==> src/rtl/approx_mult_err_monitor.sv <==
//------------------------------------------------------------------------------
// approx_mult_err_monitor
//    Accumulates ER/MED/WCE error metrics of a 4x4 approximate multiplier over a window.
// Revision: 1.0 - initial release
//------------------------------------------------------------------------------
`default_nettype none

module approx_mult_err_monitor #(
   parameter int N_SAMPLES = 256,
   parameter int CNT_W     = 9,
   parameter int SUM_W     = 16
) (
   input  logic             clk_i,
   input  logic             rst_ni,
   input  logic             clr_i,
   input  logic             in_valid_i,
   output logic             in_ready_o,
   input  logic [3:0]       in_a_i,
   input  logic [3:0]       in_b_i,
   input  logic [7:0]       in_r_i,
   output logic [CNT_W-1:0] sample_cnt_o,
   output logic [CNT_W-1:0] err_cnt_o,
   output logic [SUM_W-1:0] sum_ed_o,
   output logic [7:0]       max_ed_o,
   output logic [3:0]       max_a_o,
   output logic [3:0]       max_b_o,
   output logic             done_o
);

   localparam logic [CNT_W-1:0] C_N_SAMPLES = CNT_W'(N_SAMPLES);

   logic [CNT_W-1:0] acc_cnt_q, acc_cnt_d;
   logic             s1_valid_q, s1_valid_d;
   logic             s1_err_q, s1_err_d;
   logic [7:0]       s1_ed_q, s1_ed_d;
   logic [3:0]       s1_a_q, s1_a_d;
   logic [3:0]       s1_b_q, s1_b_d;
   logic [CNT_W-1:0] sample_cnt_q, sample_cnt_d;
   logic [CNT_W-1:0] err_cnt_q, err_cnt_d;
   logic [SUM_W-1:0] sum_ed_q, sum_ed_d;
   logic [7:0]       max_ed_q, max_ed_d;
   logic [3:0]       max_a_q, max_a_d;
   logic [3:0]       max_b_q, max_b_d;
   logic             done_q, done_d;

   logic             w_accept;
   logic [7:0]       w_exact;
   logic [7:0]       w_ed;
   logic [SUM_W:0]   w_sum_ext;
   logic [SUM_W-1:0] w_sum_sat;
   logic [CNT_W-1:0] w_sample_inc;

   // The accept counter alone gates intake, so exactly N_SAMPLES enter the pipeline.
   assign in_ready_o   = (acc_cnt_q != C_N_SAMPLES);
   assign w_accept     = in_valid_i & in_ready_o;
   assign w_exact      = {4'h0, in_a_i} * {4'h0, in_b_i};
   assign w_ed         = (w_exact >= in_r_i) ? (w_exact - in_r_i) : (in_r_i - w_exact);
   assign w_sum_ext    = {1'b0, sum_ed_q} + (SUM_W+1)'(s1_ed_q);
   assign w_sum_sat    = w_sum_ext[SUM_W] ? {SUM_W{1'b1}} : w_sum_ext[SUM_W-1:0];
   assign w_sample_inc = sample_cnt_q + 1'b1;

   always_comb begin
      acc_cnt_d    = acc_cnt_q;
      s1_valid_d   = w_accept;
      s1_err_d     = s1_err_q;
      s1_ed_d      = s1_ed_q;
      s1_a_d       = s1_a_q;
      s1_b_d       = s1_b_q;
      sample_cnt_d = sample_cnt_q;
      err_cnt_d    = err_cnt_q;
      sum_ed_d     = sum_ed_q;
      max_ed_d     = max_ed_q;
      max_a_d      = max_a_q;
      max_b_d      = max_b_q;
      done_d       = done_q;

      if (w_accept) begin
         acc_cnt_d = acc_cnt_q + 1'b1;
         s1_ed_d   = w_ed;
         s1_err_d  = (w_ed != 8'h00);
         s1_a_d    = in_a_i;
         s1_b_d    = in_b_i;
      end

      if (s1_valid_q) begin
         sample_cnt_d = w_sample_inc;
         err_cnt_d    = err_cnt_q + CNT_W'(s1_err_q);
         sum_ed_d     = w_sum_sat;
         // Strict compare keeps the earliest sample on ties.
         if (s1_ed_q > max_ed_q) begin
            max_ed_d = s1_ed_q;
            max_a_d  = s1_a_q;
            max_b_d  = s1_b_q;
         end
         if (w_sample_inc == C_N_SAMPLES) begin
            done_d = 1'b1;
         end
      end

      if (clr_i) begin
         acc_cnt_d    = '0;
         s1_valid_d   = 1'b0;
         s1_err_d     = 1'b0;
         s1_ed_d      = '0;
         s1_a_d       = '0;
         s1_b_d       = '0;
         sample_cnt_d = '0;
         err_cnt_d    = '0;
         sum_ed_d     = '0;
         max_ed_d     = '0;
         max_a_d      = '0;
         max_b_d      = '0;
         done_d       = 1'b0;
      end
   end

   always_ff @(posedge clk_i or negedge rst_ni) begin
      if (!rst_ni) begin
         acc_cnt_q    <= '0;
         s1_valid_q   <= 1'b0;
         s1_err_q     <= 1'b0;
         s1_ed_q      <= '0;
         s1_a_q       <= '0;
         s1_b_q       <= '0;
         sample_cnt_q <= '0;
         err_cnt_q    <= '0;
         sum_ed_q     <= '0;
         max_ed_q     <= '0;
         max_a_q      <= '0;
         max_b_q      <= '0;
         done_q       <= 1'b0;
      end else begin
         acc_cnt_q    <= acc_cnt_d;
         s1_valid_q   <= s1_valid_d;
         s1_err_q     <= s1_err_d;
         s1_ed_q      <= s1_ed_d;
         s1_a_q       <= s1_a_d;
         s1_b_q       <= s1_b_d;
         sample_cnt_q <= sample_cnt_d;
         err_cnt_q    <= err_cnt_d;
         sum_ed_q     <= sum_ed_d;
         max_ed_q     <= max_ed_d;
         max_a_q      <= max_a_d;
         max_b_q      <= max_b_d;
         done_q       <= done_d;
      end
   end

   assign sample_cnt_o = sample_cnt_q;
   assign err_cnt_o    = err_cnt_q;
   assign sum_ed_o     = sum_ed_q;
   assign max_ed_o     = max_ed_q;
   assign max_a_o      = max_a_q;
   assign max_b_o      = max_b_q;
   assign done_o       = done_q;

endmodule

`default_nettype wire

==> config.mk <==
export PLATFORM = sky130hd
export DESIGN_NAME = approx_mult_err_monitor
export DESIGN_NICKNAME = d
export VERILOG_FILES = /design/src/rtl/approx_mult_err_monitor.sv
export SDC_FILE = /design/constraint.sdc
export NUM_CORES = 1
export LEC_CHECK = 0
export CORE_UTILIZATION = 30
export DETAILED_ROUTE_END_ITERATION = 7
export PLACE_DENSITY_LB_ADDON = 0.1
export SLEW_MARGIN = 25
export SYNTH_ARGS = -nofsm -noshare
export SYNTH_HDL_FRONTEND = slang
export SYNTH_SLANG_ARGS = --single-unit
==> constraint.sdc <==
create_clock -name clk_i -period 3.8 [get_ports clk_i]
set_input_delay 0.57 -clock clk_i [delete_from_list [all_inputs] [get_ports clk_i]]
set_output_delay 0.57 -clock clk_i [all_outputs]
set_load 0.05 [all_outputs]
==> results by stage <==
GRT:
- The first global-routing pass estimated 22.0 mm of wire.
- The overall track demand over capacity in global routing is 15.4%.
- The number of antenna violations at the first check in global routing is 0.
- The aggregate global routing overflow is 0.
- Entering global routing, the biggest net connects 79 pins.
- The number of global-route vias before repair is 4445.

STA:
- The worst slew margin relative to its limit is 51.0%.
- Hold timing on the final database bottoms out at a slack of 0.256 ns.
- The final hold violation count is 0.
- Setup repair after global routing could not meet its margin everywhere.
- The least setup slack across all paths after layout is -0.434 ns.
- The sum of negative setup slack is -2.03 ns.
- Across the routed clock network, the largest skew measured is 0.00832 ns.
- The post-route clock period utilization is 111%.
- The clock period minus worst slack is 4.23 ns.
- Setup violations remaining at the end of the flow were counted as 8.
- Derived from the worst setup path, the maximum achievable clock frequency is 0.236 GHz.
- The pin slew with the least headroom to its limit is 0.734 ns.
- The total count of max-transition violations in the final report is 0.

Setup path:
- STA puts the critical path data required time at 4.00 ns.
- At the worst endpoint, the arrival time is 4.44 ns.
- The logic depth of the worst setup path including buffers is 19.
- The critical path class is input pin to flip-flop.
- The worst setup path is launched from an input pin.
- The cell count of the worst reg-to-reg path is 10.
- The setup check on the worst reg-to-reg path leaves a slack of 1.11 ns.
- On the critical path, the stage with the largest delay is an instance of sky130_fd_sc_hd__fa_1.
- The delay of the slowest cell on the worst path is 0.55 ns.
- Along the worst path, the maximum fanout reaches 4.
- The family with the most delay on the worst path is adder cells.
- The worst setup path is captured at a flip-flop.
- The critical path contains buffers and inverters numbering 2 combined.
- Walking the worst path, the cells encountered are buf_8 > nand2_4 > fa_1 > inv_2 > fa_1 > ha_1 > a21o_1 > a21oi_2 > o21bai_1 > a21oi_1 > xnor2_1 > ha_1 > nand4_1 > a31oi_2 > nor2b_4 > or4b_1 > nand3_1 > and3_1 > a311oi_2.

Place:
- The placed wire-length estimate after detailed placement is 9.81 mm.
- Summing all placed instances gives a cell area of 6510 sq um.
- The count of buffers added on input and output ports is 71.
- At the end of routability-driven placement, the weighted congestion stood at 0.802.

Drt:
- The length of routed met3 wiring is 480 microns.
- In this run the remaining antenna-violating nets after routing total 0.
- The DRC violation count after routing is 0.
- In the detailed route, the total length drawn on met2 is 6.33 mm.
- The per-cell routed wire length is 14.4 microns.
- The pre-antenna-repair detailed-routing pass consisted of 4 iterations.
- The highest routing layer actually used is met4.
- After detailed routing, the number of vias per cell comes to 4.93.
- The routed wire length is 13.1 mm.
- After the first detailed-routing iteration, the DRC count stood at 173.
- The total number of vias is 4510.
- For this block, wires on met1 add up to 6.10 mm.

Floorplan:
- The die covers 17900 sq um.
- The initial utilization of the core area, before any placement, comes to 31.1%.
- The core region is 16800 sq um.
- The die span in y is 134 microns.
- The number of standard-cell rows in the floorplan is 47.
- The number of ports placed on the die boundary is 72.
- The horizontal die dimension is 134 microns.

Clocking:
- Buffers inserted to repair hold after CTS numbered 0.
- The number of clock sinks seen by CTS is 78.
- In this run the number of H-tree levels came out at 3.
- The clock-pin slew on the worst setup and hold paths is 0.06 ns.
- The clock latency on the worst-skew pair is 0.34 ns.
- The clock tree from TritonCTS is done.
- TritonCTS created 9 clock buffers.
- The maximum buffer depth of the clock tree is 2.
- The CTS root buffer is sky130_fd_sc_hd__clkbuf_16.

Run status:
- The checks that failed: setup timing.
- The flow ran to the end, but the final reports show violations.

Finish:
- The layout overhead on the synthesized area is 33.2%.
- The final-layout fill cell count is 1653.
- The antenna diode count is 0.
- Summing all non-filler instances in the final layout gives an area of 6950 sq um.
- The top cell types in the final layout, fill and taps aside, are 78 x sky130_fd_sc_hd__dfrtp_1, 62 x sky130_fd_sc_hd__clkdlybuf4s50_1, 62 x sky130_fd_sc_hd__buf_4.
- The final layout contains 765 nets.
- The most frequent standard cell in the layout excluding fill and tap cells is sky130_fd_sc_hd__dfrtp_1.
- Cells with a size suffix above 1 make up 17.3% of the layout.

Synthesis:
- Dividing the synthesized area by the synthesized cell count gives 9.16 sq um.
- Summing the sequential cell areas from Yosys gives 37.4% of the chip area.
- The total of warnings raised by yosys is 0.
- Counting flops with an async set or reset pin after synthesis yields a share of 100%.
- The synthesized area is 5210 sq um.
- When the netlist entered floorplanning its net count stood at 644.
- The top flip-flop cell by instance count after synthesis is sky130_fd_sc_hd__dfrtp_1.
- The gate count after technology mapping is 569.
- The number of distinct library cell variants in the gate-level netlist after synthesis is 61.
- Counting flops with a built-in enable in the synthesized netlist gives 0.
- Counting flops and latches in the post-synthesis netlist gives 78.

Flow run:
- The max-cap violation count is 0.

Worst hold path:
- The tightest min-delay check is of the input pin to async pin type.

Power and ir drop:
- Summed over all cells, the static leakage comes to 0.00316 uW.
- The power per cell area is 431 nW/um^2.
- The part of the total power dissipated in sequential elements is 31.5%.
- The peak supply drop is 0.181 mV.
- The switching share of power is 36.2%.
- In this run the power spent charging and discharging nets is 1080 uW.
- The share of total power dissipated in combinational logic is 41.1%.
- The cell-internal power is 1910 uW.
- The clock network fraction of design power is 27.5%.
## cell usage after synthesis (all sizes together) (8+ instances only)
| master | instances | area, sq um |
|---|---|---|
| a22o | 16 | 140 |
| and2 | 13 | 81.3 |
| inv | 46 | 173 |
| nand3 | 13 | 65.1 |
| buf | 11 | 76.3 |
| nand2 | 54 | 203 |
| xor2 | 19 | 166 |
| o21ai | 14 | 70.1 |
| nor2 | 57 | 216 |
| and3 | 8 | 50.1 |
| a21oi | 47 | 258 |
| xnor2 | 12 | 105 |
| mux2i | 8 | 80.1 |
| dfrtp | 78 | 1950 |
| a311oi | 10 | 100 |
| or3 | 9 | 56.3 |
| nand4 | 14 | 87.6 |
| ha | 48 | 601 |
| clkbuf | 13 | 48.8 |
## final cells by class
class	instances	area [sq um]	share of cell area, %
flip-flops and latches	78	1950	28.1
multi-input cells	421	3070	44.2
inverters	46	173	2.49
clock inverters	7	56.3	0.811
repair buffers	134	1190	17.2
well taps	220	275	3.96
clock buffers	9	225	3.24
## metrics by stage
stage	cells	power, uW	utilization [%]	setup slack, ns
finish	915	3000	41.4	-0.434
global route	915	3190	41.4	-0.667
CTS	913	3010	41.0	-0.409
detailed placement	891	2130	38.8	-1.22
global placement	891	2120	38.8	-1.16
floorplan	569	1670	-	-0.409
## flip-flops by register name (all words and copies together), names as in the netlist
register / cells
sample_cnt_o: 9
s1_ed_q: 8
s1_b_q: 4
acc_cnt_q: 9
s1_valid_q: 1
sum_ed_o: 16
done_o: 1
max_ed_o: 8
s1_a_q: 4
max_b_o: 4
err_cnt_o: 9
max_a_o: 4
s1_err_q: 1
## path summary, 6_finish.rpt
| path | end | from |
|---|---|---|
| max in group asynchronous | max_a_o[0] | rst_ni |
| min in group clk_i | max_b_o[1] | s1_b_q[1] |
| min reg2reg | max_b_o[1] | s1_b_q[1] |
| max reg2reg | sum_ed_o[2] | s1_ed_q[0] |
| max | s1_err_q | in_b_i[2] |
| min | sum_ed_o[6] | rst_ni |
## power by group through the flow
stage	Clock [uW]	Combinational, uW	Sequential, uW
final	823	1230	943
after global routing	883	1350	951
after CTS	853	1210	943
after detailed placement	0	1170	958
after global placement	0	1160	957
after floorplan	0	626	1040
## worst register-to-register path, cell delays in order, from the launching register on
cell and delay, ns:
sky130_fd_sc_hd__dfrtp_1 0.41, sky130_fd_sc_hd__ha_1 0.20, sky130_fd_sc_hd__inv_1 0.06, sky130_fd_sc_hd__fa_1 0.40
sky130_fd_sc_hd__nor2b_1 0.13, sky130_fd_sc_hd__o21ai_1 0.08, sky130_fd_sc_hd__a21boi_0 0.26, sky130_fd_sc_hd__o2111ai_1 0.23
sky130_fd_sc_hd__nand2_1 0.25, sky130_fd_sc_hd__nand2b_1 0.25, sky130_fd_sc_hd__a311oi_1 0.33
## what timing repair did
item / CTS / global route
buffers inserted: 7 / 3
pin swaps: 18 / 25
setup endpoints to repair: 8 / 8
resized for setup: 42 / 13
## kinds of logic (layout without fill, tap and decap cells)
logic type / Yosys count / after routing / synth area share (%)
AOI/OAI and AO/OA: 128 / 128 / 17.0
muxes: 8 / 8 / 1.54
DFF: 78 / 78 / 37.4
adders and majority gates: 55 / 55 / 14.2
and+or+nand+nor: 199 / 199 / 18.9
xor gates and xnor gates: 31 / 31 / 5.21
buffers and inverters: 70 / 196 / 5.71
## layer usage
metal  track usage, %  up-vias
met3             2.83       19
met5                0        -
met4             5.49        0
met2             25.8       74
met1             19.7     2172
li1                 -     2245
Power figures use the tool's default switching activity.
==> RTL edit 1 (same flow settings) <==
The parameter `SUM_W` goes from 16 to 12.
--- a/src/rtl/approx_mult_err_monitor.sv
+++ b/src/rtl/approx_mult_err_monitor.sv
@@ -8,7 +8,7 @@
 module approx_mult_err_monitor #(
    parameter int N_SAMPLES = 256,
    parameter int CNT_W     = 9,
-   parameter int SUM_W     = 16
+   parameter int SUM_W     = 12
 ) (
    input  logic             clk_i,
    input  logic             rst_ni,
Interface: changed (resized sum_ed_o); port bits go from 72 to 68. The function was not compared with the original's and may differ.
==> RTL edit 1 against the unedited design <==
Cell area down 2.5%; utilization up 0.73 points; combinational power down 4%; power down 2.7%; fmax about the same; synthesized area down 4.2%; the run still ends with setup timing left; setup slack worse by 2.4 ps; routed wire length down 4.1%; via count down 6.0%; final cell count down 4.3%; synthesized cell count down 6.3%; sequential cell count down 4; critical path depth unchanged.
==> RTL edit 1: results (changes against the unedited design) <==
worst r2r dst=sum_ed_o[1]; worst setup path startpoint=in_b_i[1]; Pre-antenna DRT Iters=6 (+2); Area contributors post-synth=dfrtp_1, ha_1, xor2_1, nor2_1, a21oi_1; final setup fails=8 (unchanged); status=finished with violations; Post-Route Setup TNS=-2713 ps (-681.1 ps); Worst slew margin=42.39% (-8.6 points); GPL Wtd Cong=0.8492 (+5.9%); global-route wire length before repair=21100 um (-4.1%); 1st-iter DRT viols=140 (-19%); Synth Net Count=608 (-5.6%); Fin Clk Skew=6.586 ps (-1.731 ps); largest net degree at the start of global routing=75 (-5.1%); gr usage total=15.66% (+0.30 points); worst setup margin=-436.3 ps (-2.386 ps); Int Pwr=0.001942 W (+1.5%); sequential area share after synthesis=37.06% (-0.38 points); total number of vias=4241 (-6.0%); Worst VDD drop=0.1946 mV (+7.6%); reg2reg setup slack=1130 ps (+20 ps); final wirelength=12610 um (-4.1%); violated checks=setup timing; input/output buffers=67 (-5.6%); area post-placement=0.006280 mm2 (-3.5%); Distinct cells, synth=57 (-6.6%); worst hold slack=244.8 ps (-11.31 ps); layout cells sized above 1=19.55% (+2.3 points)
RTL edit 1: cell count changes after synthesis, sizes merged, moves of 5 or more:
cell    unedited run  this run
clkbuf            13         8
a21oi             47        40
nand2             54        44
a311oi            10         3
nor2              57        50
RTL edit 1: what timing repair did:
action / 4_1_cts / 5_1_grt
setup endpoints to repair: 8 / 8
resized for setup: 49 / 11
buffers inserted: 5 / 3
pin swaps: 21 / 10
RTL edit 1: power by group through the flow:
| stage | Clock, W | Sequential [W] | Combinational (W) |
|---|---|---|---|
| floorplan | 0 | 0.000935 | 0.000603 |
| global placement | 0 | 0.000889 | 0.00106 |
| detailed placement | 0 | 0.000890 | 0.00107 |
| CTS | 0.000892 | 0.000876 | 0.00115 |
| global route | 0.000925 | 0.000881 | 0.00130 |
| finish | 0.000866 | 0.000875 | 0.00118 |
RTL edit 1: logic make-up after synthesis:
logic type               after synthesis  synth area share, %
AND/OR/NAND/NOR                      179                18.03
AO/OA/AOI/OAI                        117                16.43
flip-flops                            74                37.06
buffers and inverters                 66                5.810
adder cells (fa/ha/maj)               55                14.83
XOR/XNOR                              33                5.785
multiplexers                           9                2.054
RTL edit 1: worst reg2reg max path: cells and delay by family (launching register included):
family	cells	cell delay (ps)
AO/OA/AOI/OAI	6	1300
buffers and inverters	1	60
adder cells (fa/ha/maj)	2	620
flip-flops	1	440
AND/OR/NAND/NOR	1	130
RTL edit 1: per-stage QoR:
step / cells / worst slack [ps] / utilization, % / total power [W]
floorplan: 533 / -466.2 / - / 0.001538
finish: 876 / -436.3 / 42.17 / 0.002917
global placement: 852 / -1199 / 39.11 / 0.001947
global route: 876 / -656.7 / 42.17 / 0.003104
CTS: 873 / -419.8 / 41.69 / 0.002914
detailed placement: 852 / -1272 / 39.11 / 0.001963
RTL edit 1: layout make-up:
class | count | share of cell area, %
clock buffer | 10 | 3.529
clock inverter | 6 | 0.9608
inverter | 45 | 2.513
multi-input combinational | 393 | 44.46
sequential | 74 | 27.35
tap | 216 | 3.991
timing repair buffer | 132 | 17.20
RTL edit 1: worst min path at each step:
stage,from,endpoint,cells past startpoint
after floorplan,rst_ni,acc_cnt_q[0],0
after global placement,s1_a_q[2],max_a_o[2],1
after detailed placement,s1_a_q[1],max_a_o[1],1
after CTS,rst_ni,sum_ed_o[11],1
after global routing,rst_ni,max_ed_o[0],1
final,rst_ni,max_ed_o[0],1
RTL edit 1: metal layers:
metal / share of wire [%] / GRT usage (%) / wire length [um] / vias to the layer above
li1: - / - / - / 2103
met1: 47 / 21.13 / 5934 / 2050
met2: 48 / 25.05 / 5999 / 71
met3: 3.8 / 3.328 / 474 / 17
met4: 1.6 / 4.801 / 201 / 0
met5: 0 / 0 / 0 / -
==> RTL edit 2 (same settings) <==
Made on the original files. Reset style: synchronous (`rst_ni`), changed in one clocked block.
--- a/src/rtl/approx_mult_err_monitor.sv
+++ b/src/rtl/approx_mult_err_monitor.sv
@@ -114,7 +114,7 @@
       end
    end
 
-   always_ff @(posedge clk_i or negedge rst_ni) begin
+   always_ff @(posedge clk_i) begin
       if (!rst_ni) begin
          acc_cnt_q    <= '0;
          s1_valid_q   <= 1'b0;
Behaviour: differs if rst_ni is asserted again (counterexample within 4 cycles, from zero or initial values and one cycle with rst_ni low); with rst_ni held inactive, the same outputs for 10 cycles.
==> RTL edit 2 against the unedited design <==
The run still ends with setup timing left; combinational power is 43% lower; routed wire length is 14% lower; global-route usage is 0.92 points lower; synthesized area is 7.8% lower; setup slack better by 280 ps; clock power is 2.9% higher; power is 20% lower; register-to-register slack better by 70 ps; critical path depth is 3 lower; sequential cell count stayed put; cell area is 8.6% lower; largest power group is now sequential cells; highest routed layer unchanged.
==> RTL edit 2: results (changes against the unedited design) <==
input/output buffers=71 (unchanged); vias in the first global route=3975 (-11%); top_reg_cell synth=dfxtp_1; final setup fails=6 (-2); Crit-path slowest cell=fa_1; Pleak=2.535 nW (-20%); reg-to-reg critical path startpoint=s1_ed_q[0]; Ys Warns=0 (unchanged); max reg flops=16 (unchanged); root buffer cell=clkbuf_16; delay-heaviest family, CP=adder cells; largest net degree at the start of global routing=36 (-54%); Async S/R FF share, synth=0% (-100 points); initial antenna violation count=0 (unchanged); slowest stage delay, CP=450 ps (-100 ps); HPWL after detailed placement=8658 um (-12%); final wirelength=11320 um (-14%); worst setup path startpoint=in_a_i[3]; Max clock buf depth=2 (unchanged); worst setup margin=-151.1 ps (+282.7 ps); Fin Clk Skew=5.220 ps (-3.098 ps); crit path DAT=4170 ps (-270 ps); hold path startpoint=s1_a_q[3]; GRT Residual Overflow=0 (unchanged); sequential area share after synthesis=32.49% (-5.0 points); top post-synthesis cells by count=dfxtp_1, nor2_1, ha_1, nand2_1, inv_1; Avg WL per Cell=12.88 um (-10%); Layout Nets=740 (-3.3%); dpl ws=-1084 ps (+139.2 ps); Area contributors post-synth=dfxtp_1, ha_1, mux2i_1, nor2_1, xor2_1; GPL Wtd Cong=0.8892 (+11%); dpl cells=858 (-3.7%); CP max FO=7 (+3); worst-skew pair later-pin latency=340 ps (about the same); 1st-iter DRT viols=213 (+23%); clock-pin transition on the worst setup and hold timing paths=60 ps (about the same); Antenna diodes=0 (unchanged); Synth Net Count=645 (+0.16%); H-tree depth=3 (unchanged); Distinct cells, synth=52 (-15%); clock buffer count from CTS=9 (unchanged); layout cells sized above 1=12.57% (-4.7 points); worst hold path type=reg -> reg; Avg Cell Area, Syn=8.446 um2 (-7.8%); gr usage total=14.44% (-0.92 points); status=finished with violations; violated checks=setup timing; Worst VDD drop=0.1845 mV (+2.0%); global-route wire length before repair=18840 um (-14%); worst-margin pin slew=873.5 ps (+139.5 ps); area post-placement=0.005944 mm2 (-8.7%); Post-Route Setup TNS=-694.8 ps (+1337 ps); Pre-antenna DRT Iters=4 (unchanged); Via density=4.654 (-5.6%)
RTL edit 2: final timing paths:
kind | cells after the start | end | slack [ps]
max | 16 | s1_err_q | -150
min reg2reg | 2 | s1_a_q[3] | 460
max reg2reg | 10 | sum_ed_o[14] | 1180
min | 2 | s1_a_q[3] | 460
RTL edit 2: power breakdown:
group | internal (W) | leakage (nW) | switching (W)
Combinational | 0.000342 | 1.76 | 0.000360
Sequential | 0.000833 | 0.631 | 0.0000166
Clock | 0.000505 | 0.145 | 0.000342
Total | 0.00168 | 2.53 | 0.000719
RTL edit 2: kinds of logic (layout without fill, tap and decap cells):
logic type | after synthesis | count (layout) | share of synthesized area [%]
buffers and inverters | 69 | 168 | 5.780
adders and majority gates | 56 | 56 | 15.67
DFF | 78 | 78 | 32.49
and+or+nand+nor | 188 | 188 | 18.30
muxes | 26 | 26 | 5.415
xor gates and xnor gates | 38 | 38 | 6.925
AOI/OAI and AO/OA | 114 | 114 | 15.41
RTL edit 2: timing repair:
action | CTS | global route
gates resized for setup | 38 | 8
pin swaps | 30 | 20
endpoints found under the setup margin | 8 | 8
setup buffers | 3 | 3
endpoints found under the hold margin | 0 | 0
RTL edit 2: routing by layer:
| metal | share of wire (%) | vias up | GRT usage, % |
|---|---|---|---|
| li1 | - | 2129 | - |
| met1 | 50 | 1880 | 18.75 |
| met2 | 45 | 68 | 23.75 |
| met3 | 3.4 | 14 | 2.744 |
| met4 | 1.6 | 0 | 5.329 |
| met5 | 0 | - | 0 |
RTL edit 2: cell type report:
type | count | area (um2)
fillers | 1589 | 9080
multi-input cells | 422 | 3064
flip-flops and latches | 78 | 1562
repair buffers | 109 | 1005
well taps | 211 | 264.0
clock buffers | 9 | 225.2
inverters | 44 | 165.2
clock inverters | 6 | 62.56
